`config.mk`:
```
export PLATFORM = sky130hd
export DESIGN_NAME = skew_buffer_ctrl
export DESIGN_NICKNAME = d
export VERILOG_FILES = /design/src/rtl/skew_buffer_ctrl.sv
export SDC_FILE = /design/constraint.sdc
export NUM_CORES = 1
export LEC_CHECK = 0
export ABC_CLOCK_PERIOD_IN_PS = 1500
export CAP_MARGIN = 20
export CORE_AREA = 4 4 169 171
export CTS_CLUSTER_DIAMETER = 40
export DETAILED_ROUTE_END_ITERATION = 12
export DIE_AREA = 0 0 173 175
export GPL_TIMING_DRIVEN = 0
export PLACE_DENSITY = 0.73
export SYNTH_ARGS = -nofsm -noshare
export SYNTH_HDL_FRONTEND = slang
export SYNTH_SLANG_ARGS = --single-unit
```
`constraint.sdc`:
```
create_clock -name in_clk -period 1.5 [get_ports in_clk]
set_input_delay 0.15 -clock in_clk [delete_from_list [all_inputs] [get_ports in_clk]]
set_output_delay 0.15 -clock in_clk [all_outputs]
set_load 0.005 [all_outputs]
```
`src/rtl/skew_buffer_ctrl.sv`:
```
// Input-skew stage for the systolic-array west edge: lane r is delayed r cycles, with valid/last
// tracking, stall, flush and an end-of-stream drain FSM. Optional build macro: SKEW_ZERO_GATE_EN.
module skew_buffer_ctrl #(
    parameter int unsigned ROW = 9,
    parameter int unsigned DW  = 9
) (
    input  logic              in_clk,
    input  logic              in_rst_n,
    input  logic              in_flush,
    input  logic              in_stall,
    input  logic              in_valid,
    input  logic              in_last,
    output logic              in_ready,
    input  logic [ROW*DW-1:0] in_data,
    output logic [ROW*DW-1:0] out_data,
    output logic [ROW-1:0]    out_valid,
    output logic              out_done,
    output logic              out_busy
);
    localparam int unsigned CW = (ROW > 1) ? $clog2(ROW) : 1;
    localparam int unsigned SD = (ROW > 1) ? ROW - 1 : 1;

    typedef enum logic [1:0] {
        S_IDLE,
        S_STREAM,
        S_DRAIN
    } state_t;

    state_t        state_q, state_d;
    logic [CW-1:0] cnt_q, cnt_d;
    logic          busy_q, busy_d;
    logic [SD-1:0] vld_q, vld_d;
    logic [SD-1:0] lst_q, lst_d;
    logic          accept;
    logic          advance;

    assign in_ready = ~in_stall & (state_q != S_DRAIN);
    assign accept   = in_valid & in_ready;
    assign advance  = ~in_stall;
    assign out_busy = busy_q;

    // Valid/last are identical for every lane: stage k holds the slot that entered k+1 advances ago.
    always_comb begin
        vld_d = vld_q;
        lst_d = lst_q;
        if (in_flush) begin
            vld_d = '0;
            lst_d = '0;
        end else if (advance) begin
            vld_d[0] = accept;
            lst_d[0] = accept & in_last;
            for (int unsigned k = 1; k < SD; k++) begin
                vld_d[k] = vld_q[k-1];
                lst_d[k] = lst_q[k-1];
            end
        end
    end

    always_comb begin
        state_d = state_q;
        cnt_d   = cnt_q;
        if (in_flush) begin
            state_d = S_IDLE;
            cnt_d   = '0;
        end else if (advance) begin
            case (state_q)
                S_IDLE, S_STREAM: begin
                    if (accept) begin
                        cnt_d = '0;
                        if (!in_last)
                            state_d = S_STREAM;
                        else
                            state_d = (ROW > 1) ? S_DRAIN : S_IDLE;
                    end
                end
                S_DRAIN: begin
                    if (cnt_q == CW'(ROW - 2)) begin
                        state_d = S_IDLE;
                        cnt_d   = '0;
                    end else begin
                        cnt_d = cnt_q + CW'(1);
                    end
                end
                default: state_d = S_IDLE;
            endcase
        end
        busy_d = (state_d != S_IDLE);
    end

    always_ff @(posedge in_clk) begin
        if (!in_rst_n) begin
            state_q <= S_IDLE;
            cnt_q   <= '0;
            busy_q  <= 1'b0;
            vld_q   <= '0;
            lst_q   <= '0;
        end else begin
            state_q <= state_d;
            cnt_q   <= cnt_d;
            busy_q  <= busy_d;
            vld_q   <= vld_d;
            lst_q   <= lst_d;
        end
    end

    // Lane 0 is a straight pass-through.
    assign out_valid[0] = accept;
`ifdef SKEW_ZERO_GATE_EN
    assign out_data[ROW*DW-1 -: DW] = accept ? in_data[ROW*DW-1 -: DW] : '0;
`else
    assign out_data[ROW*DW-1 -: DW] = in_data[ROW*DW-1 -: DW];
`endif

    for (genvar r = 1; r < ROW; r++) begin : g_lane
        logic [DW-1:0] dat_q [r];
        logic [DW-1:0] dat_d [r];
        logic [DW-1:0] slot_data;

`ifdef SKEW_ZERO_GATE_EN
        assign slot_data = accept ? in_data[(ROW-r)*DW-1 -: DW] : '0;
`else
        assign slot_data = in_data[(ROW-r)*DW-1 -: DW];
`endif

        always_comb begin
            for (int unsigned k = 0; k < r; k++) dat_d[k] = dat_q[k];
`ifdef SKEW_ZERO_GATE_EN
            if (in_flush) begin
                for (int unsigned k = 0; k < r; k++) dat_d[k] = '0;
            end else
`endif
            if (advance) begin
                dat_d[0] = slot_data;
                for (int unsigned k = 1; k < r; k++) dat_d[k] = dat_q[k-1];
            end
        end

        always_ff @(posedge in_clk) begin
            if (!in_rst_n) begin
                for (int unsigned k = 0; k < r; k++) dat_q[k] <= '0;
            end else begin
                for (int unsigned k = 0; k < r; k++) dat_q[k] <= dat_d[k];
            end
        end

        assign out_data[(ROW-r)*DW-1 -: DW] = dat_q[r-1];
        assign out_valid[r]                 = vld_q[r-1];
    end

    // Done must not repeat while the last slot is frozen under stall.
    if (ROW > 1) begin : g_done_reg
        assign out_done = lst_q[ROW-2] & vld_q[ROW-2] & ~in_stall & ~in_flush;
    end else begin : g_done_comb
        assign out_done = accept & in_last & ~in_flush;
    end

endmodule

```
== Word level (Yosys, flattened, before mapping) ==
Memories as Yosys holds them, arrays and structs flattened.
Cells that the tools add are included.

* $add $sub $neg: 1
* Eq/ne operators: 5
* Muxes and demuxes: 56
* Bitwise gates (word level): 44
* Reductions and logical operators: 7

{| class="wikitable"
|+ Operators by type and width
! operator !! number
|-
| 9-bit two-way mux || 37
|-
| 72-bit two-way mux || 1
|-
| 63-bit two-way mux || 1
|-
| 54-bit two-way mux || 1
|-
| 45-bit two-way mux || 1
|-
| 36-bit two-way mux || 1
|-
| 1-bit OR || 35
|-
| 27-bit two-way mux || 1
|-
| 18-bit two-way mux || 1
|-
| 2-bit two-way mux || 5
|-
| 9-bit OR reduction || 1
|-
| 4-bit two-way mux || 2
|-
| 4-bit one-hot mux with 2 select lines || 1
|-
| 1-bit bitwise AND || 6
|-
| 4-bit by 1-bit adder with 4-bit output (second input constant) || 1
|-
| 4-bit by 3-bit == test with 1-bit output (second input constant) || 1
|-
| 2-bit inequality test (second input constant) || 2
|-
| 2-bit one-hot mux with 2 select lines || 1
|-
| 2-bit nonzero test || 2
|-
| 2-bit OR reduction || 2
|-
| 1-bit two-way mux || 3
|-
| 1-bit NOT || 3
|-
| 3-bit AND reduction || 1
|-
| 2-bit by 1-bit == test with 1-bit output (second input constant) || 1
|-
| 2 further kinds || 2
|}

* Bits in registers: 23
* Memory bits (writable): 324
* Memories kept: 8

{| class="wikitable"
|+ Memories
! memory !! words !! width !! read ports !! clocked after memory_dff !! wr ports !! line !! source
|-
| g_lane[8].dat_q || 8 || 9 || 8 || 0 || 8 || 115 || <nowiki>logic [DW-1:0] dat_q [r];</nowiki>
|-
| g_lane[7].dat_q || 7 || 9 || 7 || 0 || 7 || 115 ||
|-
| g_lane[6].dat_q || 6 || 9 || 6 || 0 || 6 || 115 ||
|-
| g_lane[5].dat_q || 5 || 9 || 5 || 0 || 5 || 115 ||
|-
| g_lane[4].dat_q || 4 || 9 || 4 || 0 || 4 || 115 ||
|-
| g_lane[3].dat_q || 3 || 9 || 3 || 0 || 3 || 115 ||
|-
| +2 memories || n/a || n/a || n/a || n/a || n/a || n/a ||
|}

== Depth between registers and ports, before layout ==
Gate-level depths: netlist (run 1).

* Depth after elaboration: 8
* Gate-level depth with buffers: 6
* Gate-level depth less buffers: 5

== Worst setup path after synthesis (run 1) ==
OpenSTA, ideal clock, no wires.

* Path kind: reg2reg
* From: register cnt_q[0]
* To: register cnt_q[2]
* Arrival: 1.069 ns
* Setup slack: 0.361 ns
* Cell stages (with the launch flop): 4
* Buffers on the path: 0
* Period minus slack after synthesis: 1.139 ns
* Cells stage by stage: dfxtp_1 -> ha_1 -> or4b_1 -> a21oi_1

* Cells in the longest elaborated chain, start to end: 3
* Elaborated cells on any way between the ends: 4
* Classes of those cells: 1 x add/sub; 1 x eq/ne; 2 x mux

{| class="wikitable"
|+ RTL lines
! item !! line !! source
|-
| start, declared || 30 || <nowiki>logic [CW-1:0] cnt_q, cnt_d;</nowiki>
|-
| start signal, assigned || 99 || <nowiki>cnt_q <= cnt_d;</nowiki>
|-
| 4-bit by 1-bit adder with 4-bit output or 4-bit by 3-bit == test with 1-bit output (tied branches) || 81, 77 ||
|-
| 4-bit two-way mux (*) || 77 || <nowiki>if (cnt_q == CW'(ROW - 2)) begin</nowiki>
|-
| 4-bit one-hot mux with 2 select lines (*) || 66 || <nowiki>case (state_q)</nowiki>
|}

Every way passes the cells marked *; elsewhere a longest branch is shown, timed or not.
A chain may end at the register's enable or synchronous reset.

== Worst setup path after layout (run 1) ==
* From: register busy_q (netlist: out_busy)
* To: output out_busy

{| class="wikitable"
|+ RTL lines
! item !! line !! source
|-
| start, declared || 31 || <nowiki>logic busy_q, busy_d;</nowiki>
|-
| start signal, assigned || 100 || <nowiki>busy_q <= busy_d;</nowiki>
|-
| end, declared || 18 || <nowiki>output logic out_busy</nowiki>
|}

No word-level cell between the ends.

==> results of run 1 <==
power groups by stage:
stage | Combinational, uW | Clock (uW) | Sequential (uW)
floorplan | 927 | 0 | 9720
global placement | 1400 | 0 | 9740
detailed placement | 1420 | 0 | 9750
CTS | 1420 | 11000 | 9550
global route | 1520 | 11400 | 9570
finish | 1400 | 10700 | 9550
worst max path at each step:
stage	start	endpoint	slack [ns]
2_1_floorplan	cnt_q[0]	cnt_q[2]	0.36
4_1_cts	state_q[1]	out_valid[0]	0.02
5_1_grt	vld_q[7]	out_done	0.008
6_report	out_busy	out_busy	0.05
3_3_place_gp	in_valid	out_valid[0]	-0.25
3_5_place_dp	in_valid	out_valid[0]	-0.25
per-stage QoR:
stage          hold slack [ns]  utilization [%]  setup WS [ns]
4_1_cts                 0.0828             63.4         0.0177
2_1_floorplan            0.294                -          0.361
3_5_place_dp             0.482             57.9         -0.250
3_3_place_gp             0.470             57.9         -0.250
6_report                 0.132             63.5         0.0525
5_1_grt                  0.152             63.5        0.00821
area by class of cell:
type	instances	area share, %
flip-flops and latches	347	40.9
multi-input cells	717	33.6
repair buffers	174	9.48
clock buffers	51	7.03
plain buffers	122	4.56
well taps	341	2.50
clock inverters	28	1.90
inverters	2	0.0440
sequential cells by signal, indices dropped and copies added, names as in the netlist:
name / flops
vld_q: 8
out_busy: 1
state_q: 2
g_lane.dat_q: 324
lst_q: 8
cnt_q: 4
cell usage after synthesis (2+ instances only):
master,n
dfxtp_1,347
buf_4,77
nand2_1,4
o21ai_0,2
nor2b_1,325
nor2_1,24
mux2i_1,338
a22oi_1,3
buf_6,3
buf_2,9
inv_1,2
nand2b_1,3
clkbuf_1,34
nand3_1,2
a21oi_1,5
cell families after synthesis:
family | count (synthesis)
buf+inv | 125
fa+ha+maj | 1
flops | 347
compound gates | 13
simple gates | 365
mux | 338
timing repair:
action | 4_1_cts | 5_1_grt
setup buffers | 4 | 1
setup endpoints to repair | 83 | 2
endpoints found under the hold margin | 1 | 0
hold buffers | 1 | 0
gates resized for setup | 118 | 3
pin swaps | 2 | 2
cloned | 0 | 0
routing by layer:
layer | part of all wire [%] | GRT usage, % | vias to the layer above
met5 | 0.065 | 0 | -
met3 | 4.8 | 4.11 | 51
met4 | 2.1 | 5.45 | 2
met1 | 46 | 21.4 | 3923
li1 | - | - | 4334
met2 | 47 | 29.0 | 165
==> key figures, run 1 <==
CTS
  – Clock buffer depth: 3
  – Clock Tree Root: clkbuf_16
  – Clk sinks: 347
  – # H-tree levels: 2
  – Clock buffer count from CTS: 45
  – CTS tree: done
  – Clock slew at reported path FFs: 0.05 ns
  – Worst skew pair latency: 0.52 ns

Yosys
  – Mapped Nets: 1,277
  – Sequential area share after synthesis: 51.7%
  – Yosys top cell by area: dfxtp_1
  – Synth Area in Simple Gates: 16.6%
  – Primary FF master, synth: dfxtp_1
  – Top-area cell type share of the netlist area: 51.7%
  – Synth Area per Inst: 11.3 sq um
  – Yosys reg bits: 347
  – Post-Syn Area: 13,400 sq um
  – Asr flop ratio synth: 0%
  – Top post-synthesis cells by area: dfxtp_1, mux2i_1, nor2b_1
  – Compound-Gate Fraction of Synth Area: 0.577%
  – Syn Inst Count: 1,189
  – Post-synthesis mux area share: 25.2%
  – Largest family of logic cells by synthesized area: multiplexers
  – Post-Synth XOR/XNOR Area: 0%
  – Cell variety after synth: 26
  – Post-synthesis adder-cell area fraction: 0.0931%
  – Synth warn: 0
  – Number of flops mapped to enable cells by yosys: 0

Setup path
  – Arrival @ worst endpoint: 1.30 ns
  – CP required: 1.35 ns
  – Bufs and invs on worst path: 1
  – Reg2reg path depth: 4
  – CP peak stage delay: 0.49 ns
  – Crit-path slowest cell: clkdlybuf4s50_1
  – Cell Chain, Critical Path: clkdlybuf4s50_1
  – CP Launch Type: flip-flop
  – Worst Setup End Kind: output port
  – Peak fanout along the critical path: 1
  – CP Depth: 1
  – Worst R2R Start: state_q[0]
  – RR Endpoint: cnt_q[2]
  – Setup CP Type: flip-flop to output port
  – Crit-path leading delay family: buffers and inverters
  – FF-to-FF setup slack: 0.17 ns

STA
  – RSZ-0062 raised after global routing: no
  – Hold Fails Final Rpt: 0
  – Final Max Slew Viols: 0
  – Post-route clock period utilization: 96.5%
  – Final worst path period need: 1.45 ns
  – Fin Setup TNS: 0 ns
  – # setup viols final: 0
  – Worst-margin pin slew: 0.635 ns
  – Clock skew: 0.0109 ns
  – Fmax: 691 MHz
  – Slew headroom: 57.7%

Layout
  – Commonest non-fill, non-tap cells in the layout: mux2i_1, nor2b_1, dfxtp_1, clkdlybuf4s50_1, buf_4
  – Filler instances: 2,232
  – NumNets Final: 1,497
  – Sequential cell area: 6980 sq um
  – Area of the multi-input gates: 5720 sq um
  – # diodes: 0
  – Layout cells sized above 1: 14.1%
  – Commonest non-fill, non-tap cell in the layout: mux2i_1
  – Layout area overhead: 26.9%
  – Fin cells: 1,782
  – Design Area, Final: 17,100 sq um

Pwr
  – Switch Pwr: 4660 uW
  – Clock share of power: 49.5%
  – Comb pwr share: 6.5%
  – Pint: 17,000 uW
  – Share of power burned in registers: 44.1%
  – Total power after layout: 21,700 uW
  – Worst IR Drop VDD: 0.909 mV
  – Leakage power: 0.00747 uW
  – PwrDens: 1270 nW/um^2
  – Switch share: 21.5%

Status
  – Status: finished clean

Floorplan
  – Row cnt: 60
  – Core ar.: 26,900 sq um
  – Die area: 30,300 sq um
  – Die Width: 173 microns
  – Starting Density: 50.0%
  – Die span in y: 175 microns
  – IO Count: 180

Placement
  – DP Area: 15,500 sq um
  – IO Port Bufs: 168
  – Cells after DPL: 1,698
  – GP Congestion: 0.753
  – HPWL after DPL: 18.3 mm

Hold path
  – Hold endpoint: state_q[1]
  – Hold depth: 3
  – Worst Hold Launch: in_rst_n
  – Worst Hold Class: input pin to flip-flop

GRT
  – First-pass GRT wire length: 43.1 mm
  – Antenna violations before repair: 1
  – All-Layer GR Usage: 17.0%
  – Vias in the first global route: 8,465
  – Pin count of the biggest net entering global routing: 13
  – Total congestion overflow: 0

Job
  – MaxCap Viol Count: 0

Drt
  – Via count: 8,475
  – Residual DRC: 0
  – DR iter-0 viols: 260
  – Detail Route Antenna Nets: 0
  – Total Wirelength: 26.3 mm
  – Via/cell ratio: 4.76
  – Wire length per cell: 14.8 microns
  – Drt pass-1 iters: 4
No activity file was read; power rests on OpenSTA's default activity.
==> inputs of run 2 (changes only) <==
==> config.mk (replaced) <==
export PLATFORM = sky130hd
export DESIGN_NAME = skew_buffer_ctrl
export DESIGN_NICKNAME = d
export VERILOG_FILES = /design/src/rtl/skew_buffer_ctrl.sv
export SDC_FILE = /design/constraint.sdc
export NUM_CORES = 1
export LEC_CHECK = 0
export ABC_AREA = 1
export ABC_CLOCK_PERIOD_IN_PS = 1500
export CAP_MARGIN = 20
export CORE_AREA = 4 4 156 158
export CTS_CLUSTER_DIAMETER = 40
export DETAILED_ROUTE_END_ITERATION = 12
export DIE_AREA = 0 0 160 162
export GPL_TIMING_DRIVEN = 0
export PLACE_DENSITY = 0.79
export SYNTH_ARGS = -nofsm -noshare
export SYNTH_HDL_FRONTEND = slang
export SYNTH_SLANG_ARGS = --single-unit
==> run 2 against run 1 <==
  * Critical endpoint is now in_ready
  * Synthesized area down 8.6%
  * Highest routed layer unchanged
  * Critical path depth up 2
  * Largest cell class unchanged
  * First-iteration DRC count up 120%
  * Clock power down 14%
  * Combinational power up 32%
  * Worst hold slack worse by 0.037 ns
  * Maximum frequency down 0.85%
  * Global-route usage up 4.0 points
  * Die area down 14%
==> key figures, run 2 <==
Floorplan
  – Core ar.: 23,100 sq um (-14%)
  – Row cnt: 56 (-6.7%)
  – Starting Density: 53.1% (+3.1 points)
  – Die span in y: 162 microns (-7.4%)
  – IO Count: 180 (unchanged)
  – Die Width: 160 microns (-7.5%)
  – Die area: 25,900 sq um (-14%)

Setup path
  – Peak fanout along the critical path: 3 (+2)
  – CP Launch Type: flip-flop
  – Worst R2R Start: state_q[1]
  – RR Endpoint: cnt_q[3]
  – Setup CP Type: flip-flop to output port
  – FF-to-FF setup slack: 0.31 ns (+0.14 ns)
  – Worst Setup End Kind: output port
  – CP required: 1.35 ns (about the same)
  – Arrival @ worst endpoint: 1.31 ns (about the same)
  – Reg2reg path depth: 6 (+2)

Yosys
  – Yosys top cell by area: dfxtp_1
  – Number of flops mapped to enable cells by yosys: 0 (unchanged)
  – Asr flop ratio synth: 0% (unchanged)
  – Post-Syn Area: 12,300 sq um (-8.6%)
  – Primary FF master, synth: dfxtp_1
  – Top-area cell type share of the netlist area: 56.5% (+4.9 points)
  – Yosys reg bits: 347 (unchanged)
  – Top post-synthesis cells by area: dfxtp_1, nor2_1, o21ai_0
  – Cell variety after synth: 20 (-23%)
  – Most frequent cell after synthesis: nor2_1
  – Post-synth top cells: nor2_1, dfxtp_1, o21ai_0
  – Synth Area per Inst: 7.78 sq um (-31%)
  – Syn Inst Count: 1,578 (+33%)
  – Synth warn: 0 (unchanged)
  – Mapped Nets: 1,666 (+30%)
  – Sequential area share after synthesis: 56.5% (+4.9 points)

GRT
  – Total congestion overflow: 0 (unchanged)
  – First-pass GRT wire length: 46.1 mm (+7.1%)
  – Vias in the first global route: 9,922 (+17%)
  – All-Layer GR Usage: 21.0% (+4.0 points)
  – Pin count of the biggest net entering global routing: 14 (+1)
  – Antenna violations before repair: 1 (unchanged)

Layout
  – Layout area overhead: 26.6%
  – NumNets Final: 1,877 (+25%)
  – Number of flip-flops in the largest register: 324 (unchanged)
  – Commonest non-fill, non-tap cells in the layout: nor2_1, o21ai_0, dfxtp_1, clkdlybuf4s50_1, dlygate4sd2_1
  – Layout cells sized above 1: 10.8% (-3.3 points)
  – Commonest non-fill, non-tap cell in the layout: nor2_1
  – Largest registers: g_lane.dat_q x324, lst_q x8, vld_q x8
  – Fin cells: 2,104 (+18%)
  – Filler instances: 2,014 (-9.8%)
  – # diodes: 0 (unchanged)
  – Top reg by flops: g_lane.dat_q

Drt
  – Residual DRC: 0 (unchanged)
  – Total Wirelength: 27.9 mm (+6.2%)
  – Via/cell ratio: 4.97 (+4.5%)
  – Wire length per cell: 13.3 microns (-10%)
  – DR iter-0 viols: 581 (+120%)
  – Via count: 10,500 (+23%)
  – Detail Route Antenna Nets: 0 (unchanged)
  – Drt pass-1 iters: 5 (+1)

STA
  – Slew headroom: 60.7% (+3.1 points)
  – Final Max Slew Viols: 0 (unchanged)
  – # setup viols final: 0 (unchanged)
  – Final worst path period need: 1.46 ns (+0.0125 ns)
  – Clock skew: 0.00803 ns (-0.00290 ns)
  – Worst-margin pin slew: 0.589 ns (-0.0461 ns)
  – Fmax: 685 MHz (-0.85%)
  – Hold Fails Final Rpt: 0 (unchanged)
  – Post-route clock period utilization: 97.3% (+0.83 points)

Status
  – Status: finished clean

Hold path
  – Worst Hold Launch: in_stall
  – Worst Hold Class: input pin to flip-flop
  – Hold depth: 4 (+1)
  – Hold endpoint: cnt_q[2]

Job
  – MaxCap Viol Count: 0 (unchanged)

Pwr
  – Share of power burned in registers: 47.8% (+3.7 points)
  – Worst IR Drop VDD: 0.888 mV (-2.2%)
  – Clock share of power: 43.4% (-6.1 points)
  – PwrDens: 1360 nW/um^2 (+6.8%)
  – Switch Pwr: 4860 uW (+4.3%)
  – Leakage power: 0.00689 uW (-7.9%)
  – Switch share: 23.0% (+1.5 points)
  – Pint: 16,200 uW (-4.5%)
  – Total power after layout: 21,100 uW (-2.6%)
  – Comb pwr share: 8.8% (+2.3 points)

CTS
  – Clock slew at reported path FFs: 0.06 ns (about the same)
  – CTS tree: done
  – Clock Tree Root: clkbuf_16
  – Clk sinks: 347 (unchanged)
  – CTS hold repair buffers: 0 (-1)
  – Clock buffer depth: 3 (unchanged)
  – Clock buffer count from CTS: 38 (-16%)
  – Worst skew pair latency: 0.51 ns (about the same)
  – # H-tree levels: 2 (unchanged)

Placement
  – Cells after DPL: 2,036 (+20%)
  – GP Congestion: 0.811 (+7.6%)
  – IO Port Bufs: 168 (unchanged)
  – HPWL after DPL: 19.3 mm (+5.0%)
[run 2: cell types whose count changed after synthesis, sizes merged, moves of 15 or more]
| cell | before | now |
|---|---|---|
| nor2 | 24 | 653 |
| o21ai | 2 | 329 |
| clkbuf | 34 | 67 |
| nor2b | 325 | 0 |
| a21oi | 5 | 20 |
| nand2 | 4 | 48 |
| mux2i | 338 | 0 |
[run 2: routing by layer]
metal | global-route usage (%) | up-vias | part of all wire (%)
met5 | 0 | - | 0.047
met4 | 6.34 | 2 | 2.5
met3 | 4.64 | 63 | 5.5
met2 | 36.4 | 235 | 47
met1 | 26.5 | 4733 | 45
li1 | - | 5428 | -
[run 2: cell type report]
cell class	instances	area, sq um	share of cell area (%)
Inverter	12	45.0	0.290
Multi-Input combinational cell	1060	4460	28.7
Clock inverter	11	128	0.820
Buffer	159	847	5.45
Clock buffer	54	1120	7.23
Tap cell	290	363	2.33
Timing Repair Buffer	171	1600	10.3
Sequential cell	347	6990	44.9
[run 2: critical path, stage by stage (launching register included)]
cell and delay [ns]:
dfxtp_2 0.34, inv_2 0.06, a21oi_2 0.15, dlygate4sd2_1 0.26
[run 2: cell families after synthesis]
kind of cell,synth area share (%)
compound gates,14.2
xor+xnor,0.0713
buf+inv,7.23
simple gates,21.8
flops,56.5
fa+ha+maj,0.102
[run 2: how the worst max path moves through the flow]
stage                           from      endpoint  cells past startpoint
after global placement      in_valid  out_valid[0]                      5
after detailed placement    in_valid  out_valid[0]                      5
after CTS                   out_busy      out_busy                      1
final                     state_q[0]      in_ready                      3
after global routing      state_q[0]  out_valid[0]                      6
after floorplan             cnt_q[0]      cnt_q[0]                      6
[run 2: power groups by stage]
stage	combinational, uW	clock [uW]	sequential [uW]
after detailed placement	1920	0	10300
after global routing	2120	9700	10100
after floorplan	1140	0	10200
final	1850	9160	10100
after global placement	1880	0	10200
after CTS	1860	9320	10100
[run 2: per-stage QoR]
step	utilization [%]	area (sq um)	TNS (ns)	hold slack [ns]	setup WS, ns
floorplan	-	12300	0	0.302	0.468
global placement	62.0	14300	-0.159	0.445	-0.159
detailed placement	62.0	14300	-0.196	0.455	-0.196
CTS	67.2	15500	0	0.0541	0.0235
global route	67.3	15600	-0.00426	0.103	-0.00426
finish	67.3	15600	0	0.0947	0.0400
[run 2: what timing repair did]
| action | in CTS | in global routing |
|---|---|---|
| buffers inserted | 2 | 1 |
| resized for setup | 123 | 4 |
| endpoints found under the hold margin | 0 | 0 |
| endpoints found under the setup margin | 83 | 2 |
